File: config.mk
export PLATFORM = sky130hd
export DESIGN_NAME = conv_encoder_param
export DESIGN_NICKNAME = d
export VERILOG_FILES = /design/src/rtl/conv_encoder_param.sv
export SDC_FILE = /design/constraint.sdc
export NUM_CORES = 1
export LEC_CHECK = 0
export CORE_AREA = 2 2 39 41
export CTS_BUF_LIST = sky130_fd_sc_hd__clkbuf_2 sky130_fd_sc_hd__clkbuf_4 sky130_fd_sc_hd__clkbuf_8
export CTS_CLUSTER_DIAMETER = 100
export DETAILED_ROUTE_END_ITERATION = 10
export DIE_AREA = 0 0 41 43
export HOLD_SLACK_MARGIN = 0.1
export PLACE_DENSITY_LB_ADDON = 0.2
export RECOVER_POWER = 25
export SLEW_MARGIN = 40
export SYNTH_ARGS = -nofsm -noshare
export SYNTH_HDL_FRONTEND = slang
export SYNTH_SLANG_ARGS = --single-unit
File: constraint.sdc
create_clock -name clk -period 3.4 [get_ports clk]
set_input_delay 0.85 -clock clk [delete_from_list [all_inputs] [get_ports clk]]
set_output_delay 0.85 -clock clk [all_outputs]
set_load 0.05 [all_outputs]
File: src/rtl/conv_encoder_param.sv
// conv_encoder_param
// Parametrised rate-1/2 convolutional encoder with valid/ready handshaking on
// both sides. The generators G0/G1 are K bits wide, and bit K-1 taps the
// current input bit. The legal constraint lengths are 3..9.
//
// Build option CONV_TAIL_EN:
//   defined   - K-1 zero bits are encoded after every FRAME_LEN data bits,
//               which leaves each frame in state 0. out_last marks the final
//               tail symbol, and out_tail marks the tail symbols.
//   undefined - encoding is continuous. out_last marks every FRAME_LEN-th
//               symbol, and out_tail stays 0.
module conv_encoder_param #(
    parameter int           K         = 3,
    parameter logic [K-1:0] G0        = 3'b111,
    parameter logic [K-1:0] G1        = 3'b101,
    parameter int           FRAME_LEN = 16
) (
    input  logic       clk,
    input  logic       res,
    input  logic       in_valid,
    output logic       in_ready,
    input  logic       ip,
    output logic       out_valid,
    input  logic       out_ready,
    output logic [1:0] op,
    output logic       out_last,
    output logic       out_tail
);
    localparam int               CNT_W    = $clog2(FRAME_LEN + 1);
    localparam logic [CNT_W-1:0] LAST_CNT = CNT_W'(FRAME_LEN - 1);

    // Shift register: sr_reg[K-2] holds the newest prior bit, sr_reg[0] the oldest.
    logic [K-2:0]     sr_reg, sr_next;
    logic [CNT_W-1:0] bit_cnt_reg, bit_cnt_next;

    // Output symbol register
    logic       out_valid_reg, out_valid_next;
    logic [1:0] op_reg, op_next;
    logic       out_last_reg, out_last_next;
    logic       out_tail_reg, out_tail_next;

    logic         slot_free;
    logic         enc_d;
    logic         load;
    logic         load_last;
    logic         load_tail;
    logic [K-1:0] win;
    logic [K-1:0] tap_g0;
    logic [K-1:0] tap_g1;
    logic         par_g0;
    logic         par_g1;

`ifdef CONV_TAIL_EN
    localparam int                TAIL_W    = $clog2(K);
    localparam logic [TAIL_W-1:0] TAIL_LAST = TAIL_W'(K - 2);

    typedef enum logic {
        ST_DATA = 1'b0,
        ST_TAIL = 1'b1
    } state_t;

    state_t            state_reg, state_next;
    logic [TAIL_W-1:0] tail_cnt_reg, tail_cnt_next;
`endif

    // The output slot can take a new symbol when it is empty or drains this cycle.
    assign slot_free = !out_valid_reg || out_ready;

`ifdef CONV_TAIL_EN
    // Tail steps push zeros through the shift register.
    assign enc_d = (state_reg == ST_TAIL) ? 1'b0 : ip;
`else
    assign enc_d = ip;
`endif

    // Encoder window {d, sr}, masked per generator and then reduced to parity.
    assign win = {enc_d, sr_reg};

    generate
        for (genvar gi = 0; gi < K; gi++) begin : g_tap
            assign tap_g0[gi] = win[gi] & G0[gi];
            assign tap_g1[gi] = win[gi] & G1[gi];
        end
    endgenerate

    assign par_g0 = ^tap_g0;
    assign par_g1 = ^tap_g1;

`ifdef CONV_TAIL_EN
    // Next-state logic. DATA accepts data bits, and TAIL inserts K-1 zero symbols.
    always_comb begin
        state_next    = state_reg;
        bit_cnt_next  = bit_cnt_reg;
        tail_cnt_next = tail_cnt_reg;
        in_ready      = 1'b0;
        load          = 1'b0;
        load_last     = 1'b0;
        load_tail     = 1'b0;
        case (state_reg)
            ST_DATA: begin
                in_ready = slot_free;
                if (in_valid && slot_free) begin
                    load = 1'b1;
                    if (bit_cnt_reg == LAST_CNT) begin
                        bit_cnt_next = '0;
                        state_next   = ST_TAIL;
                    end else begin
                        bit_cnt_next = bit_cnt_reg + 1'b1;
                    end
                end
            end
            ST_TAIL: begin
                if (slot_free) begin
                    load      = 1'b1;
                    load_tail = 1'b1;
                    if (tail_cnt_reg == TAIL_LAST) begin
                        load_last     = 1'b1;
                        tail_cnt_next = '0;
                        state_next    = ST_DATA;
                    end else begin
                        tail_cnt_next = tail_cnt_reg + 1'b1;
                    end
                end
            end
            default: begin
                state_next = ST_DATA;
            end
        endcase
    end

    // FSM state and tail counter registers
    always_ff @(posedge clk or negedge res) begin
        if (!res) begin
            state_reg    <= ST_DATA;
            tail_cnt_reg <= '0;
        end else begin
            state_reg    <= state_next;
            tail_cnt_reg <= tail_cnt_next;
        end
    end
`else
    // Continuous encoding. The bit counter only marks frame boundaries on out_last.
    always_comb begin
        bit_cnt_next = bit_cnt_reg;
        in_ready     = slot_free;
        load         = 1'b0;
        load_last    = 1'b0;
        load_tail    = 1'b0;
        if (in_valid && slot_free) begin
            load = 1'b1;
            if (bit_cnt_reg == LAST_CNT) begin
                bit_cnt_next = '0;
                load_last    = 1'b1;
            end else begin
                bit_cnt_next = bit_cnt_reg + 1'b1;
            end
        end
    end
`endif

    // Output register: on a load, overwrite it even if the slot drains in the
    // same cycle. Otherwise, drain it when it is consumed.
    always_comb begin
        sr_next        = sr_reg;
        op_next        = op_reg;
        out_valid_next = out_valid_reg;
        out_last_next  = out_last_reg;
        out_tail_next  = out_tail_reg;
        if (load) begin
            sr_next        = {enc_d, sr_reg[K-2:1]};
            op_next        = {par_g0, par_g1};
            out_valid_next = 1'b1;
            out_last_next  = load_last;
            out_tail_next  = load_tail;
        end else if (out_ready) begin
            out_valid_next = 1'b0;
        end
    end

    // Datapath registers: shift register, bit counter and output symbol
    always_ff @(posedge clk or negedge res) begin
        if (!res) begin
            sr_reg        <= '0;
            bit_cnt_reg   <= '0;
            out_valid_reg <= 1'b0;
            op_reg        <= 2'b00;
            out_last_reg  <= 1'b0;
            out_tail_reg  <= 1'b0;
        end else begin
            sr_reg        <= sr_next;
            bit_cnt_reg   <= bit_cnt_next;
            out_valid_reg <= out_valid_next;
            op_reg        <= op_next;
            out_last_reg  <= out_last_next;
            out_tail_reg  <= out_tail_next;
        end
    end

    assign out_valid = out_valid_reg;
    assign op        = op_reg;
    assign out_last  = out_last_reg;
    assign out_tail  = out_tail_reg;

endmodule

# Yosys cells after proc, flatten, opt, wreduce, memory -nomap -nowiden
# Cells that the tools add are included.
dict set report totals {
  register_bits 11
  latch_bits 0
  mem_bits_rw 0
  rom_bits 0
  input_bits 5
  memories 0
}
dict set report classes {
  addsub 1
  n_mul 0
  n_div 0
  n_lt_le_gt_ge 0
  eq_ne 1
  shifts 0
  mux 6
  n_bitwise 0
  n_reduce_logical 6
}
# cell count
set op_table {}
lappend op_table {{$reduce_xor A3 Y1} 2}
lappend op_table {{$add A5 B1 Y5 const B} 1}
lappend op_table {{$eq A5 B4 Y1 const B} 1}
lappend op_table {{$mux W1} 5}
lappend op_table {{$mux W5} 1}
lappend op_table {{$reduce_bool A2 Y1} 1}
lappend op_table {{$logic_and A1 B1 Y1} 1}
lappend op_table {{$logic_not A1 Y1} 1}
lappend op_table {{$logic_or A1 B1 Y1} 1}

# Logic depth before layout (Yosys ltp)
# Gate-level depths: netlist of the first run.
dict set report logic_depth {
  depth_word 5
  ltp_mapped 5
}

# Worst setup path before layout of the first run
# Ideal clock, no wire load.
dict set report synth_path {
  kind {input port to output port}
  startpoint {in out_ready}
  endpoint {out in_ready}
  arrival_ns 1.137
  required_time_ns 2.550
  setup_slack_ns 1.413
  path_stages 2
  cell_sequence {nand2b_4 -> buf_6}
}
dict set report synth_via {
  elab_chain_cells 1
}
# item line
set synth_lines {}
lappend synth_lines {{start, declared} 24} ;# input logic out_ready,
lappend synth_lines {{$logic_or A1 B1 Y1} 67} ;# assign slot_free = !out_valid_reg || out_ready;
lappend synth_lines {{end, declared} 21} ;# output logic in_ready,
# Every way passes these cells.

# Final worst setup path of the first run
# Ends and elaborated chain as after synthesis.

==> results of run 1 <==
## layer usage
metal	vias to the layer above	part of all wire, %	track usage, %
li1	160	-	-
met1	161	40	14.1
met2	9	54	24.1
met3	4	3.4	3.66
met4	0	2.4	12.0
met5	-	0	0
## final cells by class
class	instances	area share [%]
Inverter	1	0.585
Multi-Input combinational cell	26	35.1
Clock buffer	4	4.68
Tap cell	16	3.12
Timing Repair Buffer	9	13.6
Sequential cell	11	42.9
## cells in the mapped netlist
cell type,count
sky130_fd_sc_hd__nand3b_1,1
sky130_fd_sc_hd__or2b_1,1
sky130_fd_sc_hd__inv_1,1
sky130_fd_sc_hd__and3_1,1
sky130_fd_sc_hd__o2bb2ai_1,2
sky130_fd_sc_hd__o211ai_1,1
sky130_fd_sc_hd__nand2b_1,1
sky130_fd_sc_hd__nand2_1,1
sky130_fd_sc_hd__buf_4,1
sky130_fd_sc_hd__a21oi_1,2
sky130_fd_sc_hd__mux2_2,1
sky130_fd_sc_hd__and4b_1,1
sky130_fd_sc_hd__xnor2_1,3
sky130_fd_sc_hd__nand3_1,2
sky130_fd_sc_hd__and2_4,1
sky130_fd_sc_hd__nand2b_4,1
sky130_fd_sc_hd__dfrtp_1,11
sky130_fd_sc_hd__buf_6,2
sky130_fd_sc_hd__o21a_1,1
sky130_fd_sc_hd__ha_1,1
sky130_fd_sc_hd__mux2_4,3
sky130_fd_sc_hd__conb_1,1
sky130_fd_sc_hd__mux2i_1,1
## final timing paths
check / from / to / slack, ps
setup reg to reg: bit_cnt_reg[0]$_DFFE_PN0P_ / bit_cnt_reg[0]$_DFFE_PN0P_ / 2120
hold / removal: bit_cnt_reg[4]$_DFFE_PN0P_ / bit_cnt_reg[4]$_DFFE_PN0P_ / 490
max in group asynchronous: res / bit_cnt_reg[2]$_DFFE_PN0P_ / 2080
min in group asynchronous: res / out_last$_DFFE_PN0P_ / 980
hold reg to reg: bit_cnt_reg[4]$_DFFE_PN0P_ / bit_cnt_reg[4]$_DFFE_PN0P_ / 490
setup / recovery: out_ready / in_ready / 880
## power by group through the flow
stage / logic [mW] / clock network [mW] / registers (mW)
floorplan: 0.0809 / 0 / 0.234
global placement: 0.159 / 0 / 0.195
detailed placement: 0.166 / 0 / 0.199
CTS: 0.167 / 0.102 / 0.197
global route: 0.176 / 0.108 / 0.204
finish: 0.164 / 0.0959 / 0.196
## through the flow
stage,hold WS [ps],instance area (sq um),power (mW),setup slack (ps)
CTS,489,642,0.465,869
global placement,468,612,0.354,893
finish,487,642,0.457,881
floorplan,450,534,0.315,1410
detailed placement,473,612,0.365,867
global route,510,642,0.488,840
## cell families after synthesis
family	Yosys count	share of synthesized area, %
fa+ha+maj	1	2.34
buf+inv	4	6.32
other cells	1	0.702
xor+xnor	3	4.92
mux	5	12.4
simple gates	10	13.8
flops	11	51.5
compound gates	6	7.96
==> qor_table.md, run 1 <==
| Result | Reported |
|---|---|
| Result of the run | finished, final reports clean |
| Wire length of the first global-routing pass | 1590 um |
| ANT nets after route | 0 |
| CTS Buf Count | 3 |
| Later-pin clock latency in the skew report | 270 ps |
| Clock net sink count | 11 |
| Hold Path Class | register to register |
| Register-to-Register Path Depth | 4 |
| Number of iterations in the first detailed-routing pass | 1 |
| Nets | 58 |
| Area of the core | 0.00138 sq mm |
| Total via count in the routed design | 334 |
| Clock-pin transition on the worst setup and hold timing paths | 60 ps |
| Final core occ | 46.4% |
| TritonCTS clock tree | done |
| Total of endpoints with negative setup slack in the final report | 0 |
| Std cell rows | 14 |
| Grt ovf | 0 |
| Area share of the largest cell type after synthesis | 51.5% |
| Worst Setup End Kind | primary output |
| Critical path cell sequence | clkdlybuf4s50_1 -> nand2b_4 -> buf_4 |
| Die Footprint | 0.00176 sq mm |
| Number of standard cells in the final layout excluding fillers | 67 |
| Static leakage | 0.289 nW |
| Number of DRC violations after detailed routing | 0 |
| Largest register FFs | 5 |
| Max-cap violation count | 0 |
| Relative area change from synthesis to final layout | 20.1% |
| Nets in the synthesized netlist | 47 |
| Crit path max-delay family | buffers and inverters |
| Flip-flop and latch count after synthesis | 11 |
| Part of the total power dissipated in sequential elements | 43.0% |
| Die X-Extent | 41 um |
| Number of levels in the clock H-tree | 1 |
| Category of the worst setup path launch point | primary input |
| Largest vdd supply drop | 310 uV |
| Number of top-level pins | 11 |
| Comb power frac | 36.0% |
| Number of different library cells in the post-synthesis netlist | 23 |
| Average cell area after synthesis | 13.0 sq um |
| Number of diodes | 0 |
| Max-slew headroom | 66.7% |
| Share of layout cells above drive strength 1 | 21.6% |
| Kind of critical path | primary input to primary output |
| Port Buffer Count | 9 |
| DIE HEIGHT | 43 um |
| Sequential cell area | 275 sq um |
| Post-synthesis instance area | 534 sq um |
| Setup repair after global routing missed its margin | false |
| Post_cts resized | 0 |
| Cell taking the most area after synthesis | sky130_fd_sc_hd__dfrtp_1 |
| Vias in the first global route | 384 |
| FILL cells | 124 |
| Master of the slowest instance on the critical path | sky130_fd_sc_hd__clkdlybuf4s50_1 |
| Initial cell density of the core | 38.6% |
| Hold_buf cts | 0 |
| Warnings, synthesis | 0 |
| Max-slew violation count | 0 |
| CP max stage delay | 460 ps |
| Area of the multi-input gates | 225 sq um |
| Largest buffer count on any clock path | 2 |
| Power per unit of standard cell area | 711 mW/mm^2 |
| Routed wire per std cell | 14.5 um |
| Most common cell after layout, fill and taps aside | sky130_fd_sc_hd__dfrtp_1 |
| DR vias/cell | 4.99 |
| Internal | 0.295 mW |
| Post-detailed-placement half-perimeter wirelength | 762 um |
| Clk_skew | 3.65 ps |
| Biggest area contributors in the synthesized netlist | sky130_fd_sc_hd__dfrtp_1, sky130_fd_sc_hd__mux2_4, sky130_fd_sc_hd__xnor2_1 |
| Clock root buffer | sky130_fd_sc_hd__clkbuf_4 |
| Most used cells in the layout excluding fill and tap cells | sky130_fd_sc_hd__dfrtp_1, sky130_fd_sc_hd__clkdlybuf4s50_1, sky130_fd_sc_hd__clkbuf_4 |
| Number of buffer and inverter stages on the critical path | 2 |
| Portion of the post-synthesis area used by sequential elements | 51.5% |
| Routability Congestion | 0.759 |
| Maximum achievable frequency | 397 MHz |
| Accumulated negative setup slack | 0 ps |
| Hold Path Depth | 1 |
| Actual transition at the worst max-transition pin | 497 ps |
| Final Hold Violating Endpoints | 0 |
| Worst EP arrival | 1670 ps |
| Number of antenna violations at the first check in global routing | 0 |
| Pin count of the biggest net entering global routing | 12 |
| Instance count of the mapped netlist | 41 |
| Number of buffers inserted to repair setup after CTS | 0 |
| DP Cell Count | 63 |
| CP required | 2550 ps |
| Sw Share | 35.4% |
| Number of cells on the critical path | 3 |
| Part of the cycle the worst path needs | 74.1% |
| Overall routing resource usage | 14.7% |
| Critical Path Fanout Max | 8 |
| Net switching power | 0.162 mW |
| Clock network power share | 21.0% |
| Starting DRC count in detailed routing | 0 |
| Clock period minus worst slack | 2520 ps |
| DRT Wirelength | 970 um |
Power figures use the tool's default switching activity.
==> run 2: changes to the inputs <==
==> constraint.sdc (replaced) <==
create_clock -name clk -period 2.2 [get_ports clk]
set_input_delay 0.55 -clock clk [delete_from_list [all_inputs] [get_ports clk]]
set_output_delay 0.55 -clock clk [all_outputs]
set_load 0.05 [all_outputs]
==> run 2 against run 1 <==
Critical path depth is 2 lower. Critical path type is now register to primary output. Largest power group unchanged. Worst hold slack better by 1.2 ps. Non-clock buffer count unchanged. Combinational power rose by 54%. Setup slack got worse by 720 ps. Register-to-register slack worse by 1200 ps.
==> qor_table.md, run 2 (same netlist as run 1, synthesis figures left out) <==
| Result | Reported |
|---|---|
| Start point of the critical path | out_valid$_DFFE_PN0P_ |
| Number of top-level pins | 11 |
| Internal | 0.459 mW |
| Total via count in the routed design | 333 |
| Final hold slack | 488 ps |
| Static leakage | 0.295 nW |
| Endpoint of the worst-slack reg-to-reg timing path | bit_cnt_reg[1]$_DFFE_PN0P_ |
| Relative area change from synthesis to final layout | 22.5% |
| FF-to-FF setup slack | 920 ps |
| Overall routing resource usage | 14.2% |
| DRT Wirelength | 931 um |
| Pwr Total | 0.708 mW |
| Routed wire per std cell | 13.9 um |
| Part of the total power dissipated in sequential elements | 43.0% |
| CP required | 1650 ps |
| Number of buffers inserted to repair setup after CTS | 0 |
| CTS Buf Count | 3 |
| Launch point of the worst reg-to-reg path | bit_cnt_reg[0]$_DFFE_PN0P_ |
| Total of endpoints with negative setup slack in the final report | 0 |
| Pin count of the biggest net entering global routing | 12 |
| Post_cts resized | 0 |
| Category of the worst setup path launch point | register |
| Area of the core | 0.00138 sq mm |
| Die X-Extent | 41 um |
| Actual transition at the worst max-transition pin | 507 ps |
| Number of antenna violations at the first check in global routing | 0 |
| Hold Path Class | register to register |
| Crit path max-delay family | buffers and inverters |
| Most used cells in the layout excluding fill and tap cells | sky130_fd_sc_hd__dfrtp_1, sky130_fd_sc_hd__clkdlybuf4s50_1, sky130_fd_sc_hd__clkbuf_4 |
| Final Hold Violating Endpoints | 0 |
| Grt ovf | 0 |
| Area of the multi-input gates | 225 sq um |
| Clock-pin transition on the worst setup and hold timing paths | 70 ps |
| Result of the run | finished, final reports clean |
| Starting DRC count in detailed routing | 3 |
| Master of the slowest instance on the critical path | sky130_fd_sc_hd__clkdlybuf4s50_1 |
| Most common cell after layout, fill and taps aside | sky130_fd_sc_hd__dfrtp_1 |
| Comb power frac | 35.6% |
| Sequential cell area | 275 sq um |
| Critical path cell sequence | clkdlybuf4s50_1 |
| Port Buffer Count | 9 |
| DIE HEIGHT | 43 um |
| Largest register FFs | 5 |
| Clock period minus worst slack | 2040 ps |
| Later-pin clock latency in the skew report | 280 ps |
| Accumulated negative setup slack | 0 ps |
| DR vias/cell | 4.97 |
| Number of DRC violations after detailed routing | 0 |
| Register-to-Register Path Depth | 4 |
| Net switching power | 0.249 mW |
| Die Footprint | 0.00176 sq mm |
| Largest vdd supply drop | 527 uV |
| Number of cells on the critical path | 1 |
| Number of buffer and inverter stages on the critical path | 1 |
| Kind of critical path | register to primary output |
| FILL cells | 130 |
| TritonCTS clock tree | done |
| Critical Path Fanout Max | 2 |
| Max-slew violation count | 0 |
| Worst EP arrival | 1490 ps |
| Routability Congestion | 0.746 |
| Hold_buf cts | 0 |
| Clk_skew | 4.09 ps |
| Clock network power share | 21.4% |
| Std cell rows | 14 |
| Part of the cycle the worst path needs | 92.7% |
| Number of levels in the clock H-tree | 1 |
| Maximum achievable frequency | 490 MHz |
| Number of diodes | 0 |
| Nets | 58 |
| Initial cell density of the core | 38.6% |
| Vias in the first global route | 346 |
| Clock net sink count | 11 |
| Number of iterations in the first detailed-routing pass | 3 |
| Share of layout cells above drive strength 1 | 21.6% |
| ANT nets after route | 0 |
| CP max stage delay | 820 ps |
| DP Cell Count | 63 |
| Worst Setup End Kind | primary output |
| Crit path capture | out_valid |
| Setup repair after global routing missed its margin | false |
| Power per unit of standard cell area | 1080 mW/mm^2 |
| Max-slew headroom | 66.1% |
| Clock root buffer | sky130_fd_sc_hd__clkbuf_4 |
| Max-cap violation count | 0 |
| Number of standard cells in the final layout excluding fillers | 67 |
| Largest buffer count on any clock path | 2 |
| Sw Share | 35.1% |
| Wire length of the first global-routing pass | 1580 um |
[run 2: changes by cell type in the layout (fill, tap and decap cells not counted)]
cell | previous run | this run
sky130_fd_sc_hd__buf_12 | 0 | 1
sky130_fd_sc_hd__buf_4 | 1 | 0
[run 2: how the worst min path moves through the flow]
stage                                    start                         end  slack (ps)  depth (start not counted)
floorplan                                  res  bit_cnt_reg[0]$_DFFE_PN0P_         250                          0
global placement    bit_cnt_reg[4]$_DFFE_PN0P_  bit_cnt_reg[4]$_DFFE_PN0P_         470                          1
detailed placement  bit_cnt_reg[4]$_DFFE_PN0P_  bit_cnt_reg[4]$_DFFE_PN0P_         480                          1
CTS                 bit_cnt_reg[4]$_DFFE_PN0P_  bit_cnt_reg[4]$_DFFE_PN0P_         490                          1
global route        bit_cnt_reg[4]$_DFFE_PN0P_  bit_cnt_reg[4]$_DFFE_PN0P_         520                          1
finish              bit_cnt_reg[4]$_DFFE_PN0P_  bit_cnt_reg[4]$_DFFE_PN0P_         490                          1
[run 2: final cells by class]
type,count,area share [%]
clock buffers,4,4.59
inverters,1,0.574
multi-input cells,26,34.4
flip-flops and latches,11,42.1
well taps,16,3.06
repair buffers,9,15.3
[run 2: power by group through the flow]
stage          logic, mW  clock network [mW]  registers (mW)
2_1_floorplan      0.125                   0           0.362
3_3_place_gp       0.249                   0           0.302
3_5_place_dp       0.254                   0           0.309
4_1_cts            0.256               0.154           0.304
5_1_grt            0.270               0.168           0.315
6_report           0.252               0.151           0.304
[run 2: per-stage QoR]
stage	setup WS (ps)	util, %	instance area, sq um
6_report	160	47.3	654
5_1_grt	111	47.3	654
4_1_cts	145	47.3	654
3_5_place_dp	308	45.1	624
3_3_place_gp	338	45.1	624
2_1_floorplan	629	-	534
[run 2: routing by layer]
metal	track usage (%)	wire (um)
met5	0	0
met1	17.0	390
met3	4.19	69
met4	12.0	35
met2	19.7	435
==> run 3: changes to the inputs <==
--- a/config.mk
+++ b/config.mk
@@ -10,6 +10,7 @@
 export CTS_CLUSTER_DIAMETER = 100
 export DETAILED_ROUTE_END_ITERATION = 10
 export DIE_AREA = 0 0 41 43
+export GPL_TIMING_DRIVEN = 1
 export HOLD_SLACK_MARGIN = 0.1
 export PLACE_DENSITY_LB_ADDON = 0.2
 export RECOVER_POWER = 25
==> constraint.sdc (replaced) <==
create_clock -name clk -period 2.2 [get_ports clk]
set_input_delay 0.55 -clock clk [delete_from_list [all_inputs] [get_ports clk]]
set_output_delay 0.55 -clock clk [all_outputs]
set_load 0.1 [all_outputs]
==> run 3 against run 2 <==
Combinational power is 31% higher. Flip-flop and latch count unchanged. Largest cell class unchanged. Highest routed layer unchanged. Sequential share of layout area grew 0.65 points. Clock skew up 1.4 ps. Largest power group is now combinational logic.
==> qor_table.md, run 3 (same netlist as run 1, synthesis figures left out) <==
| Result | Reported |
|---|---|
| Initial cell density of the core | 38.6% |
| Vias in the first global route | 365 |
| ANT nets after route | 0 |
| Relative area change from synthesis to final layout | 20.6% |
| Static leakage | 0.299 nW |
| Routed wire per std cell | 14.3 um |
| Actual transition at the worst max-transition pin | 527 ps |
| Number of iterations in the first detailed-routing pass | 1 |
| Critical Path Fanout Max | 8 |
| CP required | 1650 ps |
| Part of the cycle the worst path needs | 87.1% |
| Hold Path Class | register to register |
| Total via count in the routed design | 332 |
| Number of diodes | 0 |
| DR vias/cell | 4.96 |
| Die Footprint | 0.00176 sq mm |
| Number of DRC violations after detailed routing | 0 |
| DP Cell Count | 63 |
| Accumulated negative setup slack | 0 ps |
| Number of standard cells in the final layout excluding fillers | 67 |
| Clk_skew | 5.48 ps |
| Hold_buf cts | 0 |
| Largest buffer count on any clock path | 2 |
| Most used cells in the layout excluding fill and tap cells | sky130_fd_sc_hd__dfrtp_1, sky130_fd_sc_hd__clkbuf_4, sky130_fd_sc_hd__buf_4 |
| Later-pin clock latency in the skew report | 270 ps |
| Pin count of the biggest net entering global routing | 12 |
| Largest vdd supply drop | 661 uV |
| Post-detailed-placement half-perimeter wirelength | 724 um |
| Grt ovf | 0 |
| Number of buffers inserted to repair setup after CTS | 0 |
| CTS Buf Count | 3 |
| Port Buffer Count | 9 |
| Area of the core | 0.00138 sq mm |
| Overall routing resource usage | 15.0% |
| Clock root buffer | sky130_fd_sc_hd__clkbuf_4 |
| Setup slack of the critical path after layout | 284 ps |
| Routability Congestion | 0.746 |
| Clock net sink count | 11 |
| Worst-case setup slack after placement | 273 ps |
| Largest register FFs | 5 |
| Clock period minus worst slack | 1920 ps |
| Post_cts resized | 0 |
| Nets | 58 |
| Wire length of the first global-routing pass | 1640 um |
| DRT Wirelength | 961 um |
| Std cell rows | 14 |
| Worst Setup End Kind | primary output |
| Share of layout cells above drive strength 1 | 29.4% |
| Total of endpoints with negative setup slack in the final report | 0 |
| Clock-pin transition on the worst setup and hold timing paths | 60 ps |
| Power per unit of standard cell area | 1210 mW/mm^2 |
| Worst EP arrival | 1370 ps |
| Max-cap violation count | 0 |
| Max-slew violation count | 0 |
| DIE HEIGHT | 43 um |
| Category of the worst setup path launch point | primary input |
| Starting DRC count in detailed routing | 0 |
| Number of top-level pins | 11 |
| Result of the run | finished, final reports clean |
| Most common cell after layout, fill and taps aside | sky130_fd_sc_hd__dfrtp_1 |
| Die X-Extent | 41 um |
| TritonCTS clock tree | done |
| Number of levels in the clock H-tree | 1 |
| Maximum achievable frequency | 522 MHz |
| Max-slew headroom | 64.8% |
| Setup repair after global routing missed its margin | false |
| Final Hold Violating Endpoints | 0 |
| Number of antenna violations at the first check in global routing | 0 |
| Kind of critical path | primary input to primary output |
## run 3: worst max-delay path: stages
cell	delay (ps)
sky130_fd_sc_hd__clkdlybuf4s50_1	460
sky130_fd_sc_hd__nand2b_4	170
sky130_fd_sc_hd__buf_12	180
## run 3: final timing paths
| check | depth (start not counted) | from | slack, ps | to |
|---|---|---|---|---|
| worst max-delay path | 3 | out_ready | 280 | in_ready |
| worst min-delay path | 1 | bit_cnt_reg[4]$_DFFE_PN0P_ | 490 | bit_cnt_reg[4]$_DFFE_PN0P_ |
| worst max register to register | 4 | bit_cnt_reg[0]$_DFFE_PN0P_ | 900 | bit_cnt_reg[0]$_DFFE_PN0P_ |
| worst min register to register | 1 | bit_cnt_reg[4]$_DFFE_PN0P_ | 490 | bit_cnt_reg[4]$_DFFE_PN0P_ |
| max in group asynchronous | 1 | res | 1160 | bit_cnt_reg[2]$_DFFE_PN0P_ |
| min in group asynchronous | 1 | res | 690 | out_last$_DFFE_PN0P_ |
## run 3: routing by layer
metal	wire, um	vias to the layer above	track usage [%]
met5	0	-	0
li1	-	159	-
met3	45	3	4.71
met1	425	160	18.3
met4	29	0	12.0
met2	460	10	20.6
## run 3: metrics by stage
step / instance area (sq um) / utilization, % / hold WS, ps / power (mW)
after floorplan: 534 / - / 254 / 0.565
after global placement: 614 / 44.4 / 467 / 0.624
after detailed placement: 614 / 44.4 / 473 / 0.638
after CTS: 644 / 46.6 / 487 / 0.790
after global routing: 644 / 46.6 / 511 / 0.833
final: 644 / 46.6 / 486 / 0.783
## run 3: layout make-up
| cell class | count | area [sq um] |
|---|---|---|
| inverter | 1 | 3.75 |
| multi-input combinational | 26 | 225 |
| clock buffer | 4 | 30.0 |
| sequential | 11 | 275 |
| tap | 16 | 20.0 |
| timing repair buffer | 9 | 90.1 |
| fill | 114 | 739 |
## run 3: report_power, final
group / switching, mW / internal (mW)
logic: 0.219 / 0.111
registers: 0.0439 / 0.259
clock network: 0.0672 / 0.0827
total: 0.330 / 0.453
